File: config.mk
export PLATFORM = sky130hd
export DESIGN_NAME = online_minmax_serializer
export DESIGN_NICKNAME = d
export VERILOG_FILES = /design/src/rtl/online_minmax_serializer.sv
export SDC_FILE = /design/constraint.sdc
export NUM_CORES = 1
export LEC_CHECK = 0
export CAP_MARGIN = 20
export CORE_ASPECT_RATIO = 1.25
export CORE_UTILIZATION = 40
export DETAILED_ROUTE_END_ITERATION = 12
export GPL_TIMING_DRIVEN = 0
export PLACE_DENSITY = 0.71
export REMOVE_ABC_BUFFERS = 1
export SYNTH_ARGS = -nofsm -noshare
export SYNTH_HDL_FRONTEND = slang
export SYNTH_SLANG_ARGS = --single-unit
File: constraint.sdc
create_clock -name clock -period 1.4 [get_ports clock]
set_input_delay 0.14 -clock clock [delete_from_list [all_inputs] [get_ports clock]]
set_output_delay 0.14 -clock clock [all_outputs]
set_load 0.03 [all_outputs]
File: src/rtl/online_minmax_serializer.sv
// online_minmax_serializer
//   Digit-serial transmitter/collector for the online min/max comparator tree.
//   Captures one set of N_INPUTS operand words, streams them MSB-first (one
//   digit per channel per cycle) with a start strobe, gathers the returning
//   result digits after TREE_LATENCY cycles and presents the collected word
//   on a valid/ready output. One transaction in flight at a time.
//
//   Optional feature: define MINMAX_SER_SELFCHECK_EN to add a local sequential
//   min/max reducer; io_check_err then flags a tree result that disagrees with it.
//   Without the macro io_check_err is tied to 0.
//
// Ports
//   clock, reset_n      clock (rising edge), asynchronous active-low reset
//   io_in_valid/ready   operand-set handshake
//   io_in_data          operand words, channel i at [i*WIDTH +: WIDTH]
//   io_in_max           1 = max, 0 = min; captured with the data
//   io_ser_start        digit-valid strobe to the tree
//   io_ser_max          captured operation select
//   io_ser_digits       current digit of each channel (bit i = channel i)
//   io_ser_result       result digit returned by the tree
//   io_out_valid/ready  collected-result handshake
//   io_out_data         collected result word
//   io_check_err        self-check mismatch flag
module online_minmax_serializer #(
    parameter int unsigned N_INPUTS     = 6,
    parameter int unsigned WIDTH        = 3,
    parameter int unsigned TREE_LATENCY = 3
) (
    input  logic                         clock,
    input  logic                         reset_n,
    input  logic                         io_in_valid,
    output logic                         io_in_ready,
    input  logic [N_INPUTS*WIDTH-1:0]    io_in_data,
    input  logic                         io_in_max,
    output logic                         io_ser_start,
    output logic                         io_ser_max,
    output logic [N_INPUTS-1:0]          io_ser_digits,
    input  logic                         io_ser_result,
    output logic                         io_out_valid,
    input  logic                         io_out_ready,
    output logic [WIDTH-1:0]             io_out_data,
    output logic                         io_check_err
);

    localparam int unsigned CW = $clog2(WIDTH + 1);
    localparam logic [CW-1:0] W_CNT   = CW'(WIDTH);
    localparam logic [CW-1:0] CNT_ONE = CW'(1);

    typedef enum logic [1:0] {
        IDLE  = 2'd0,
        SHIFT = 2'd1,
        DRAIN = 2'd2,
        DONE  = 2'd3
    } state_t;

    state_t                  state_q, state_d;
    logic [WIDTH-1:0]        sreg_q [N_INPUTS];
    logic [WIDTH-1:0]        sreg_d [N_INPUTS];
    logic [N_INPUTS-1:0]     digits_q, digits_d;
    logic [CW-1:0]           dcnt_q, dcnt_d;
    logic [CW-1:0]           rcnt_q, rcnt_d;
    logic [WIDTH-1:0]        res_q, res_d;
    logic [TREE_LATENCY-1:0] dly_q, dly_d;
    logic                    in_ready_q, in_ready_d;
    logic                    ser_start_q, ser_start_d;
    logic                    ser_max_q, ser_max_d;
    logic                    out_valid_q, out_valid_d;
    logic                    accept;

    assign accept = (state_q == IDLE) && io_in_valid;

    // Next-state and next-output logic; outputs are registered from state_d
    always_comb begin
        state_d   = state_q;
        sreg_d    = sreg_q;
        digits_d  = '0;
        dcnt_d    = dcnt_q;
        rcnt_d    = rcnt_q;
        res_d     = res_q;
        ser_max_d = ser_max_q;

        // Valid delay line mirrors the tree latency; only its last stage qualifies io_ser_result
        dly_d[0] = ser_start_q;
        for (int j = 1; j < int'(TREE_LATENCY); j++) begin
            dly_d[j] = dly_q[j-1];
        end

        // Result digits arrive MSB-first, so shift in at the LSB
        if (dly_q[TREE_LATENCY-1]) begin
            res_d  = {res_q[WIDTH-2:0], io_ser_result};
            rcnt_d = rcnt_q + CNT_ONE;
        end

        case (state_q)
            IDLE: begin
                if (io_in_valid) begin
                    // Digit 0 goes straight to the output register; keep the rest pre-shifted
                    for (int i = 0; i < int'(N_INPUTS); i++) begin
                        digits_d[i] = io_in_data[i*WIDTH + WIDTH - 1];
                        sreg_d[i]   = {io_in_data[i*WIDTH +: WIDTH-1], 1'b0};
                    end
                    dcnt_d    = CNT_ONE;
                    rcnt_d    = '0;
                    res_d     = '0;
                    ser_max_d = io_in_max;
                    state_d   = SHIFT;
                end
            end
            SHIFT: begin
                if (dcnt_q == W_CNT) begin
                    state_d = DRAIN;
                end else begin
                    for (int i = 0; i < int'(N_INPUTS); i++) begin
                        digits_d[i] = sreg_q[i][WIDTH-1];
                        sreg_d[i]   = {sreg_q[i][WIDTH-2:0], 1'b0};
                    end
                    dcnt_d = dcnt_q + CNT_ONE;
                end
            end
            DRAIN: begin
                if (rcnt_d == W_CNT) begin
                    state_d = DONE;
                end
            end
            DONE: begin
                if (io_out_ready) begin
                    state_d = IDLE;
                end
            end
            default: state_d = IDLE;
        endcase

        in_ready_d  = (state_d == IDLE);
        ser_start_d = (state_d == SHIFT);
        out_valid_d = (state_d == DONE);
    end

    // State and datapath registers
    always_ff @(posedge clock or negedge reset_n) begin
        if (!reset_n) begin
            state_q     <= IDLE;
            for (int i = 0; i < int'(N_INPUTS); i++) begin
                sreg_q[i] <= '0;
            end
            digits_q    <= '0;
            dcnt_q      <= '0;
            rcnt_q      <= '0;
            res_q       <= '0;
            dly_q       <= '0;
            in_ready_q  <= 1'b1;
            ser_start_q <= 1'b0;
            ser_max_q   <= 1'b0;
            out_valid_q <= 1'b0;
        end else begin
            state_q     <= state_d;
            sreg_q      <= sreg_d;
            digits_q    <= digits_d;
            dcnt_q      <= dcnt_d;
            rcnt_q      <= rcnt_d;
            res_q       <= res_d;
            dly_q       <= dly_d;
            in_ready_q  <= in_ready_d;
            ser_start_q <= ser_start_d;
            ser_max_q   <= ser_max_d;
            out_valid_q <= out_valid_d;
        end
    end

    assign io_in_ready   = in_ready_q;
    assign io_ser_start  = ser_start_q;
    assign io_ser_max    = ser_max_q;
    assign io_ser_digits = digits_q;
    assign io_out_valid  = out_valid_q;
    assign io_out_data   = res_q;

`ifdef MINMAX_SER_SELFCHECK_EN
    localparam int unsigned NQ = N_INPUTS - 1;
    localparam int unsigned RW = $clog2(N_INPUTS);

    logic [WIDTH-1:0] opq_q [NQ];
    logic [WIDTH-1:0] opq_d [NQ];
    logic [WIDTH-1:0] acc_q, acc_d;
    logic [RW-1:0]    rem_q, rem_d;
    logic             err_q, err_d;

    // Sequential reducer: channel 0 seeds the accumulator, then one compare per cycle
    always_comb begin
        opq_d = opq_q;
        acc_d = acc_q;
        rem_d = rem_q;
        if (accept) begin
            acc_d = io_in_data[WIDTH-1:0];
            for (int j = 0; j < int'(NQ); j++) begin
                opq_d[j] = io_in_data[(j+1)*WIDTH +: WIDTH];
            end
            rem_d = RW'(NQ);
        end else if ((state_q != IDLE) && (rem_q != '0)) begin
            if (ser_max_q ? (opq_q[0] > acc_q) : (opq_q[0] < acc_q)) begin
                acc_d = opq_q[0];
            end
            for (int j = 0; j < int'(NQ) - 1; j++) begin
                opq_d[j] = opq_q[j+1];
            end
            rem_d = rem_q - RW'(1);
        end
        err_d = (state_d == DONE) && (rem_d == '0) && (res_d != acc_d);
    end

    always_ff @(posedge clock or negedge reset_n) begin
        if (!reset_n) begin
            for (int j = 0; j < int'(NQ); j++) begin
                opq_q[j] <= '0;
            end
            acc_q <= '0;
            rem_q <= '0;
            err_q <= 1'b0;
        end else begin
            opq_q <= opq_d;
            acc_q <= acc_d;
            rem_q <= rem_d;
            err_q <= err_d;
        end
    end

    assign io_check_err = err_q;
`else
    assign io_check_err = 1'b0;
`endif

endmodule

==> flow_summary_export.csv <==
group,metric,value,unit
run,maxCapViolations,0,
cts,htree_levels,2,
place,dp_hpwl,1670,um
synthesis,syn_area_per_cell,13.8,um^2
power_and_ir_drop,internal_power,0.00296,W
global_routing,grt.total_usage,0.181,
place,place_area,1720,um^2
synthesis,syn_inst,100,
setup_path,crit_path_frequent_cell,"buf_6",
timing,rsz0062_at_grt,"true",
cells_and_area,fin_area,2000,um^2
setup_path,critical_path.slowest_cell,"dfrtp_1",
setup_path,critPathCaptureType,"register",
global_routing,grt-ovfl-total,0,
detailed_routing,wl_per_cell,15.0,um
global_routing,grt_max_degree,35,
global_routing,grt_pass1_vias,974,
floorplan,rows,23,
min_path,min_path_type,"register to register",
setup_path,worst_setup_path_start_kind,"register",
power_and_ir_drop,p_leak,0.939,nW
global_routing,grt_pass1_wl,4570,um
cts,clock_sinks,34,
synthesis,yosysTopAreaCell,"dfrtp_1",
timing,clock.fmax,0.709,GHz
detailed_routing,first_pass_iters,3,
setup_path,crit_required,1.56,ns
cells_and_area,syn2layout_area_growth,44.5,%
timing,worst_slack,-0.0113,ns
synthesis,ys_seq_area_frac,0.616,
synthesis,ys_warn_count,0,
global_routing,antenna_found_initial,0,
timing,min_period,1.41,ns
synthesis,yosys-top-cells-area,"dfrtp_1 60%, a22o_2 8.7%, mux2i_1 7.2%",
detailed_routing,drt-initial-drc-count,16,
detailed_routing,vias,991,
setup_path,critPathArrivalTime,1.58,ns
floorplan,die_area,3700,um^2
place,port_buffers,36,
floorplan,die_height,67.8,um
place,dpl.cell_count,166,
synthesis,ys_seq_elements,34,
cells_and_area,finalNonFillerCells,193,
setup_path,crit_chain,"ha_2, nor3b_4, buf_6, nor2_4, buf_6, a22o_4",
floorplan,ioPinCount,38,
power_and_ir_drop,power_frac_comb,0.495,
cells_and_area,fillerInstances,261,
cells_and_area,fin_nets,181,
cts,clock_latency,0.28,ns
power_and_ir_drop,p_sw,0.00173,W
timing,tightest_slew,0.735,ns
synthesis,synth_top_area_share,0.597,
status,outcome,"complete, but fails checks",
cells_and_area,postLayoutCoreUtil,0.615,
power_and_ir_drop,power_frac_seq,0.366,
cts,cts.path.max_buffers,2,
detailed_routing,viasPerCell,5.13,
synthesis,synth_cell_types,27,
timing,tns,-0.0138,ns
timing,finalCritPeriodShare,1.01,
timing,skew,0.00756,ns
cts,clockRootBuffer,"clkbuf_8",
floorplan,die_w,54.6,um
power_and_ir_drop,clkPwrFrac,0.139,
timing,slew_headroom,0.510,
detailed_routing,postRouteAntennaNets,0,
setup_path,critical_path_class,"register to register",
timing,finalSetupViolations,3,
detailed_routing,drc_errors,0,
cts,cts_tree,"yes",
setup_path,max_stage_delay,0.39,ns
power_and_ir_drop,ir_worst_vdd,1.30,mV
power_and_ir_drop,sw_frac_of_total,0.369,
timing,hold_violations,0,
setup_path,cp_top_family,"flip-flops",
setup_path,crit_buf_inv,2,
floorplan,start_util,0.426,
detailed_routing,wirelength,2890,um
place,place_congestion,0.752,
cells_and_area,drive_gt1_frac,0.314,
synthesis,syn_area,1380,um^2
timing,slew_violations,0,
status,violations,"setup timing",
floorplan,core_area,3250,um^2
setup_path,crit_fanout,8,
cts,cts.clk_slew.worst_paths,0.06,ns
cts,cts_buffers,5,
power_and_ir_drop,powerDensity,2340,nW/um^2
cells_and_area,antennaDiodeCount,0,
-- what timing repair did --
| item | 4_1_cts | 5_1_grt |
|---|---|---|
| endpoints found under the setup margin | 42 | 15 |
| hold buffers | 1 | 0 |
| buffers inserted | 13 | 5 |
| cloned | 1 | 0 |
| pin swaps | 3 | 4 |
| resized for setup | 19 | 2 |
| hold endpoints to repair | 33 | 0 |
-- area by class of cell --
class,instances,area [um^2],area share
flip-flops and latches,34,855,0.427
multi-input cells,59,497,0.248
inverters,1,8.76,0.00438
repair buffers,55,517,0.258
clock buffers,7,76.3,0.0382
well taps,37,46.3,0.0232
-- sequential cells by signal (all words and copies together), names as in the netlist --
signal / cells
io_out_data: 3
rcnt_q: 2
io_in_ready: 1
io_ser_max: 1
io_out_valid: 1
io_ser_digits: 6
sreg_q: 12
state_q: 2
io_ser_start: 1
dcnt_q: 2
dly_q: 3
-- power by group through the flow --
stage | combinational, W | clock (W) | sequential (W)
floorplan | 0.000944 | 0 | 0.00196
detailed placement | 0.00180 | 0 | 0.00171
global placement | 0.00177 | 0 | 0.00169
finish | 0.00232 | 0.000653 | 0.00171
CTS | 0.00210 | 0.000669 | 0.00173
global route | 0.00250 | 0.000714 | 0.00176
-- final timing paths --
check / startpoint / to / slack, ns / depth (start not counted)
worst max-delay path: dcnt_q[0] / sreg_q[1] / -0.01 / 6
worst min-delay path: dly_q[1] / dly_q[2] / 0.35 / 0
worst max register to register: dcnt_q[0] / sreg_q[1] / -0.01 / 6
worst min register to register: dly_q[1] / dly_q[2] / 0.35 / 0
max in group asynchronous: reset_n / state_q[1] / 0.42 / 2
min in group asynchronous: reset_n / sreg_q[11] / 0.45 / 2
-- cell families (layout without fill, tap and decap cells) --
kind of cell | count (synthesis) | after routing | synth area share
other | 1 | 1 | 0.00271
adder cells (fa/ha/maj) | 1 | 1 | 0.00904
AO/OA/AOI/OAI | 22 | 22 | 0.127
XOR/XNOR | 2 | 2 | 0.0127
buffers and inverters | 8 | 63 | 0.0515
flip-flops | 34 | 34 | 0.616
multiplexers | 11 | 11 | 0.0805
AND/OR/NAND/NOR | 21 | 22 | 0.100
-- metrics by stage --
step	power [W]	hold WS [ns]	setup slack [ns]
finish	0.00469	0.347	-0.0113
global route	0.00497	0.359	-0.0753
CTS	0.00449	0.350	-0.0398
detailed placement	0.00351	0.243	-0.645
global placement	0.00347	0.333	-0.651
floorplan	0.00291	-0.156	-0.268
-- cells in the mapped netlist, drive strengths merged --
cell type,instances
dfrtp,33
a22o,12
mux2i,10
a21oi,7
nor2,7
buf,6
nor3,6
nor3b,3
nand2,2
a31o,1
a31oi,1
and2b,1
clkbuf,1
clkinv,1
conb,1
dfstp,1
ha,1
mux2,1
nand2b,1
nand3b,1
o22ai,1
xnor2,1
xor2,1
-- cells in the final DEF (no fill, tap or decap), drive strengths merged --
cell / count
mux2: 1
and2b: 1
nor3b: 4
ha: 1
clkbuf: 7
clkdlybuf4s50: 22
nand2: 2
clkinv: 1
nand3b: 1
dlygate4sd3: 1
dlygate4sd2: 13
xnor2: 1
a31oi: 1
o22ai: 1
a22o: 12
buf: 19
nor3: 6
mux2i: 10
a21oi: 7
xor2: 1
nor2: 7
nand2b: 1
conb: 1
dfrtp: 33
dfstp: 1
a31o: 1
-- layer usage --
metal / track usage / wire, um / up-vias
li1: - / - / 466
met1: 0.215 / 1110 / 488
met2: 0.286 / 1610 / 29
met3: 0.0405 / 113 / 8
met4: 0.115 / 63 / 0
met5: 0 / 0 / -
(Power assumes the default switching activity.)
